<file path="src/rtl/div_arb_pkg.sv">
// div_arb_pkg: shared types and constants for the divider arbiter.
// Holds the FSM encoding, datapath width and default error quotient.
package div_arb_pkg;

    localparam int DIV_W = 32;

    localparam logic [DIV_W-1:0] ERR_QUOT_DEF = 32'hFFFF_FFFF;

    typedef enum logic [1:0] {
        ST_IDLE,
        ST_LAUNCH,
        ST_RUN,
        ST_DELIVER
    } div_arb_state_t;

endpackage

</file>
<file path="src/rtl/div_arbiter_rr_pick.sv">
// rr_pick: combinational round-robin picker.
// Searches upward from last_grant+1 and wraps; last_grant itself is lowest.
module rr_pick #(
    parameter int NUM_REQ = 3,
    localparam int IW = $clog2(NUM_REQ)
) (
    input  logic [NUM_REQ-1:0] req_i,
    input  logic [IW-1:0]      last_grant_i,
    output logic               valid_o,
    output logic [IW-1:0]      winner_o
);

    logic [IW-1:0] idx;

    // Walk offsets from farthest to nearest so the nearest requester wins.
    always_comb begin
        valid_o  = 1'b0;
        winner_o = '0;
        idx      = '0;
        for (int k = NUM_REQ; k >= 1; k--) begin
            idx = IW'((int'(last_grant_i) + k) % NUM_REQ);
            if (req_i[idx]) begin
                valid_o  = 1'b1;
                winner_o = idx;
            end
        end
    end

endmodule

</file>
<file path="src/rtl/div_arbiter.sv">
// div_arbiter: shares one external 32-bit divider among NUM_REQ requesters.
// Sequences reset/start/wait/deliver; resolves divide-by-zero and hangs locally.
module div_arbiter
    import div_arb_pkg::*;
#(
    parameter int               NUM_REQ  = 3,
    parameter int               TIMEOUT  = 40,
    parameter logic [DIV_W-1:0] ERR_QUOT = ERR_QUOT_DEF
) (
    input  logic                     clk_div,
    input  logic                     reset,
    input  logic [NUM_REQ-1:0]       req,
    input  logic [DIV_W*NUM_REQ-1:0] dividend_flat,
    input  logic [DIV_W*NUM_REQ-1:0] divisor_flat,
    output logic [NUM_REQ-1:0]       ack,
    output logic [DIV_W-1:0]         res_quotient,
    output logic [DIV_W-1:0]         res_remainder,
    output logic                     res_err,
    output logic                     busy,
    output logic                     div_reset,
    output logic                     div_start,
    output logic [DIV_W-1:0]         div_dividend,
    output logic [DIV_W-1:0]         div_divisor,
    input  logic [DIV_W-1:0]         div_quotient,
    input  logic [DIV_W-1:0]         div_remainder,
    input  logic                     div_done
);

    localparam int IW    = $clog2(NUM_REQ);
    localparam int CNT_W = $clog2(TIMEOUT);

    div_arb_state_t   state_q, state_d;
    logic [IW-1:0]    last_grant_q, last_grant_d;
    logic [IW-1:0]    grant_id_q, grant_id_d;
    logic [CNT_W-1:0] cnt_q, cnt_d;
    logic [DIV_W-1:0] dvd_q, dvd_d;
    logic [DIV_W-1:0] dvs_q, dvs_d;
    logic [DIV_W-1:0] quot_q, quot_d;
    logic [DIV_W-1:0] rem_q, rem_d;
    logic             err_q, err_d;

    logic             pick_valid;
    logic [IW-1:0]    pick_winner;

    logic [DIV_W-1:0] dvd_a [NUM_REQ];
    logic [DIV_W-1:0] dvs_a [NUM_REQ];

    rr_pick #(
        .NUM_REQ (NUM_REQ)
    ) u_pick (
        .req_i        (req),
        .last_grant_i (last_grant_q),
        .valid_o      (pick_valid),
        .winner_o     (pick_winner)
    );

    // Split the flat operand buses into per-requester words.
    always_comb begin
        for (int i = 0; i < NUM_REQ; i++) begin
            dvd_a[i] = dividend_flat[i*DIV_W +: DIV_W];
            dvs_a[i] = divisor_flat[i*DIV_W +: DIV_W];
        end
    end

    // Next-state logic: grant, launch, run with timeout, deliver.
    always_comb begin
        state_d      = state_q;
        last_grant_d = last_grant_q;
        grant_id_d   = grant_id_q;
        cnt_d        = cnt_q;
        dvd_d        = dvd_q;
        dvs_d        = dvs_q;
        quot_d       = quot_q;
        rem_d        = rem_q;
        err_d        = err_q;
        unique case (state_q)
            ST_IDLE: begin
                if (pick_valid) begin
                    grant_id_d = pick_winner;
                    dvd_d      = dvd_a[pick_winner];
                    dvs_d      = dvs_a[pick_winner];
                    if (dvs_a[pick_winner] == '0) begin
                        quot_d  = ERR_QUOT;
                        rem_d   = dvd_a[pick_winner];
                        err_d   = 1'b1;
                        state_d = ST_DELIVER;
                    end else begin
                        state_d = ST_LAUNCH;
                    end
                end
            end
            ST_LAUNCH: begin
                cnt_d   = '0;
                state_d = ST_RUN;
            end
            ST_RUN: begin
                cnt_d = cnt_q + 1'b1;
                if (div_done) begin
                    quot_d  = div_quotient;
                    rem_d   = div_remainder;
                    err_d   = 1'b0;
                    state_d = ST_DELIVER;
                end else if (cnt_q == CNT_W'(TIMEOUT - 1)) begin
                    quot_d  = ERR_QUOT;
                    rem_d   = '0;
                    err_d   = 1'b1;
                    state_d = ST_DELIVER;
                end
            end
            ST_DELIVER: begin
                last_grant_d = grant_id_q;
                state_d      = ST_IDLE;
            end
        endcase
    end

    // State and datapath registers with synchronous reset.
    always_ff @(posedge clk_div) begin
        if (reset) begin
            state_q      <= ST_IDLE;
            last_grant_q <= IW'(NUM_REQ - 1);
            grant_id_q   <= '0;
            cnt_q        <= '0;
            dvd_q        <= '0;
            dvs_q        <= '0;
            quot_q       <= '0;
            rem_q        <= '0;
            err_q        <= 1'b0;
        end else begin
            state_q      <= state_d;
            last_grant_q <= last_grant_d;
            grant_id_q   <= grant_id_d;
            cnt_q        <= cnt_d;
            dvd_q        <= dvd_d;
            dvs_q        <= dvs_d;
            quot_q       <= quot_d;
            rem_q        <= rem_d;
            err_q        <= err_d;
        end
    end

    // Output decode; the divider is held in reset outside RUN.
    always_comb begin
        ack = '0;
        if (state_q == ST_DELIVER) begin
            ack[grant_id_q] = 1'b1;
        end
        busy      = (state_q != ST_IDLE);
        div_start = (state_q == ST_RUN);
        div_reset = (state_q != ST_RUN);
    end

    assign div_dividend  = dvd_q;
    assign div_divisor   = dvs_q;
    assign res_quotient  = quot_q;
    assign res_remainder = rem_q;
    assign res_err       = err_q;

endmodule
</file>
<file path="config.mk">
export PLATFORM = sky130hd
export DESIGN_NAME = div_arbiter
export DESIGN_NICKNAME = d
export VERILOG_FILES = /design/src/rtl/div_arb_pkg.sv /design/src/rtl/div_arbiter_rr_pick.sv /design/src/rtl/div_arbiter.sv
export SDC_FILE = /design/constraint.sdc
export NUM_CORES = 1
export LEC_CHECK = 0
export BUFFER_PORTS_ARGS = -buffer_cell sky130_fd_sc_hd__buf_2
export CORE_AREA = 4 4 151 153
export CTS_BUF_LIST = sky130_fd_sc_hd__clkbuf_4
export CTS_CLUSTER_DIAMETER = 40
export DETAILED_ROUTE_END_ITERATION = 7
export DIE_AREA = 0 0 155 157
export HOLD_SLACK_MARGIN = 0.12
export SLEW_MARGIN = 15
export SYNTH_ARGS = -nofsm -noshare
export SYNTH_HDL_FRONTEND = slang
export SYNTH_SLANG_ARGS = --single-unit
</file>
<file path="constraint.sdc">
create_clock -name clk_div -period 4.22 [get_ports clk_div]
set_clock_uncertainty 0.2 [all_clocks]
set_input_delay 0.633 -clock clk_div [delete_from_list [all_inputs] [get_ports clk_div]]
set_output_delay 0.633 -clock clk_div [all_outputs]
set_load 0.03 [all_outputs]
</file>
==> results.py <==
metrics = {
    "status": {
        "status": "complete, no violations",
    },
    "yosys": {
        "ys_async_sr_fraction": 0,
        "syn_nets": 1230,
        "syn_area_sq_um": 7380,
        "ys_seq_area_frac": 0.382,
        "yosysWarningCount": 0,
        "synth_cells": 960,
        "synth_flop_cell": "dfxtp_1",
        "avgSynthCellArea_sq_um": 7.69,
        "ys_ff_latch": 141,
        "synth_cell_type_count": 59,
        "synth_edf_count": 0,
    },
    "critical_path": {
        "cp.arrival_ns": 4.33,
        "required_ns": 4.52,
        "path_max_fanout": 26,
        "crit_chain": "inv_1 -> ha_4 -> nand2b_1 -> a21o_1 -> and3_1 -> buf_4 -> or4_1 -> a32oi_1 -> o211a_1 -> nand4_1 -> o32ai_4 -> and2_4 -> buf_8 -> o221a_2",
        "crit_type": "flip-flop to flip-flop",
        "critPathLaunchType": "flip-flop",
        "cpLargestDelayFamily": "simple AND/OR/NAND/NOR gates",
        "cp-end-kind": "flip-flop",
        "cp.buffers_inverters": 3,
        "critical-path-slowest-cell": "or4_1",
        "max_stage_delay_ns": 0.42,
    },
    "floorplan": {
        "core_sq_um": 21600,
        "initial_core_util": 0.343,
        "die-area_sq_um": 24300,
        "num_rows": 54,
        "ios": 397,
        "die_x_um": 155,
        "die_h_um": 157,
    },
    "placement": {
        "dpl_cell_area_sq_um": 9680,
        "place_congestion": 0.955,
        "hpwlAfterDp_um": 22800,
        "portBuffers": 396,
        "dp.cells": 1582,
    },
    "detailed_routing": {
        "finalWirelength_um": 30700,
        "wl_per_cell_um": 18.6,
        "drc": 0,
        "dr_total_vias": 8910,
        "via_per_inst": 5.39,
        "dr.pass1.iters": 6,
        "final_antenna_net_count": 0,
        "first_iter_violations": 560,
    },
    "pwr": {
        "leakage_nw": 4.90,
        "ir_worst_vdd_mv": 0.316,
        "power.density_nw_per_um2": 583,
    },
    "sta": {
        "fin_crit_ns": 4.04,
        "period_share": 0.957,
        "rsz0062_at_grt": "yes",
        "fmax_mhz": 248,
        "max_slew_margin": 0.572,
        "finalHoldViolCount": 0,
        "drv_slew": 0,
        "finalSetupViolCount": 0,
        "worst_pin_slew_ns": 0.641,
    },
    "flow_run": {
        "cap_violations": 0,
    },
    "cts": {
        "root_buffer": "clkbuf_4",
        "htreeDepth": 4,
        "cts_tree": "yes",
        "cts.sinks": 141,
        "clk_latency_ns": 0.54,
        "numCtsBuffers": 17,
        "clk_pin_slew_ns": 0.16,
        "cts.path.max_buffers": 2,
    },
    "final_layout": {
        "drive_gt1_frac": 0.370,
        "area_delta_synth_final_pct": 41.3,
        "final_cell_area_sq_um": 10400,
        "nNetsFinal": 1628,
        "seq_area_sq_um": 2820,
        "fillers": 2209,
        "multi_input_area_sq_um": 4210,
        "finalNonFillerCells": 1654,
    },
    "global_routing": {
        "grt_pass1_wl_um": 46200,
        "grt_start_max_net_pins": 61,
        "gr-total-overflow": 0,
        "grt_usage": 0.236,
        "grt_pass1_vias": 8481,
        "antenna_found_initial": 4,
    },
    "hold_path": {
        "holdCritPathClass": "primary input to flip-flop",
    },
}
[flip-flops by register name (all words and copies together) (netlist names)]
name and flops:
div_divisor 32, grant_id_q 2, res_err 1, state_q 2, res_remainder 32, res_quotient 32
div_dividend 32, last_grant_q 2, cnt_q 6
[report_power, final]
part / switching, W / internal [W] / leakage, nW
combinational: 0.00223 / 0.00107 / 3.58
sequential: 0.000177 / 0.00167 / 1.15
clock: 0.000649 / 0.000288 / 0.167
[metal layers]
metal  vias to the layer above  wire length (um)  global-route usage
met2                       433             14600               0.383
li1                       4313                 -                   -
met5                         -                 7                   0
met1                      4104             12600               0.304
met3                        58              2560              0.0564
met4                         2               920              0.0946
[area by class of cell]
class | instances | area share
Timing Repair Buffer | 471 | 0.257
Clock inverter | 15 | 0.0181
Multi-Input combinational cell | 715 | 0.403
Clock buffer | 17 | 0.0122
Sequential cell | 141 | 0.271
Tap cell | 280 | 0.0336
Inverter | 12 | 0.00432
Antenna cell | 3 | 0.000720
[tightest hold or removal path, delay by kind of cell]
family                 cells  cell delay [ns]
buffers and inverters      1             0.09
AO/OA/AOI/OAI              2             0.14
AND/OR/NAND/NOR            2             0.09
[cells by family after synthesis]
kind of cell               Yosys count  synth area share
DFF                                141             0.382
and+or+nand+nor                    354             0.201
xor gates and xnor gates             4           0.00474
muxes                                5           0.00695
buffers and inverters              104            0.0603
AOI/OAI and AO/OA                  344             0.331
adders and majority gates            8            0.0136
[timing repair]
item,in CTS,in global routing
endpoints found under the hold margin,32,0
buffers inserted,1,4
pin swaps,0,2
gates resized for setup,2,13
endpoints found under the setup margin,27,65
hold buffers,32,0
[cell usage in the layout (no fill, tap or decap), types with 6 or more instances in the layout]
master / netlist / routed
nor2_1: 73 / 70
nand2_1: 217 / 216
o221a_1: 20 / 20
o21ai_0: 23 / 23
a31oi_1: 40 / 39
inv_1: 11 / 11
clkbuf_4: 0 / 17
o221a_2: 14 / 14
a22oi_1: 7 / 7
ha_1: 8 / 7
dlygate4sd3_1: 0 / 32
nand3_1: 8 / 6
a21oi_1: 111 / 111
dfxtp_1: 141 / 141
nor4_1: 8 / 7
nand2b_1: 7 / 6
o211ai_1: 14 / 14
nand4_1: 16 / 16
a221oi_1: 35 / 34
o21a_1: 34 / 34
buf_4: 3 / 37
a311oi_1: 11 / 11
buf_2: 11 / 395
[worst paths after layout]
check / from / to / slack (ns) / depth (start not counted)
setup / recovery: last_grant_q[0]$_SDFFE_PP0P_ / res_quotient[14]$_SDFFE_PP0P_ / 0.18 / 14
hold / removal: dividend_flat[51] / div_dividend[19]$_SDFFE_PP0P_ / 0.25 / 5
setup reg to reg: last_grant_q[0]$_SDFFE_PP0P_ / res_quotient[14]$_SDFFE_PP0P_ / 0.18 / 14
hold reg to reg: div_dividend[20]$_SDFFE_PP0P_ / div_dividend[20]$_SDFFE_PP0P_ / 0.26 / 2
[Yosys cell counts (4+ instances only)]
cell	count	share of area
o221a_2	14	0.021
a22oi_1	7	0.0071
nor2_1	73	0.037
a221oi_1	35	0.042
nor3_1	4	0.0027
xor2_1	4	0.0047
mux2i_1	4	0.0054
and3_1	5	0.0042
clkbuf_1	58	0.029
inv_1	11	0.0056
o21a_1	34	0.035
a311oi_1	11	0.013
dfxtp_1	141	0.38
o221a_1	20	0.031
o211ai_1	14	0.014
nand2_1	217	0.11
a21o_1	5	0.0051
nand4_1	16	0.014
nand2b_1	7	0.0059
o22ai_1	4	0.0034
nand3_1	8	0.0054
buf_1	16	0.0081
o21ai_0	23	0.016
ha_1	8	0.014
a21oi_1	111	0.075
buf_6	4	0.0061
buf_2	11	0.0075
nor4_1	8	0.0068
a31oi_1	40	0.034
[stage by stage]
stage / hold WS (ns) / util / TNS (ns) / total power, W / setup slack [ns]
after floorplan: 0.276 / - / 0 / 0.00399 / 0.588
after global routing: 0.220 / 0.484 / -2.71 / 0.00649 / -0.0763
final: 0.246 / 0.484 / 0 / 0.00609 / 0.181
after detailed placement: 0.244 / 0.449 / -0.127 / 0.00511 / -0.0157
after CTS: 0.187 / 0.480 / 0 / 0.00608 / 0.0178
after global placement: 0.239 / 0.449 / 0 / 0.00510 / 0.0900
Note: power is estimated with default switching activity, not from simulation.
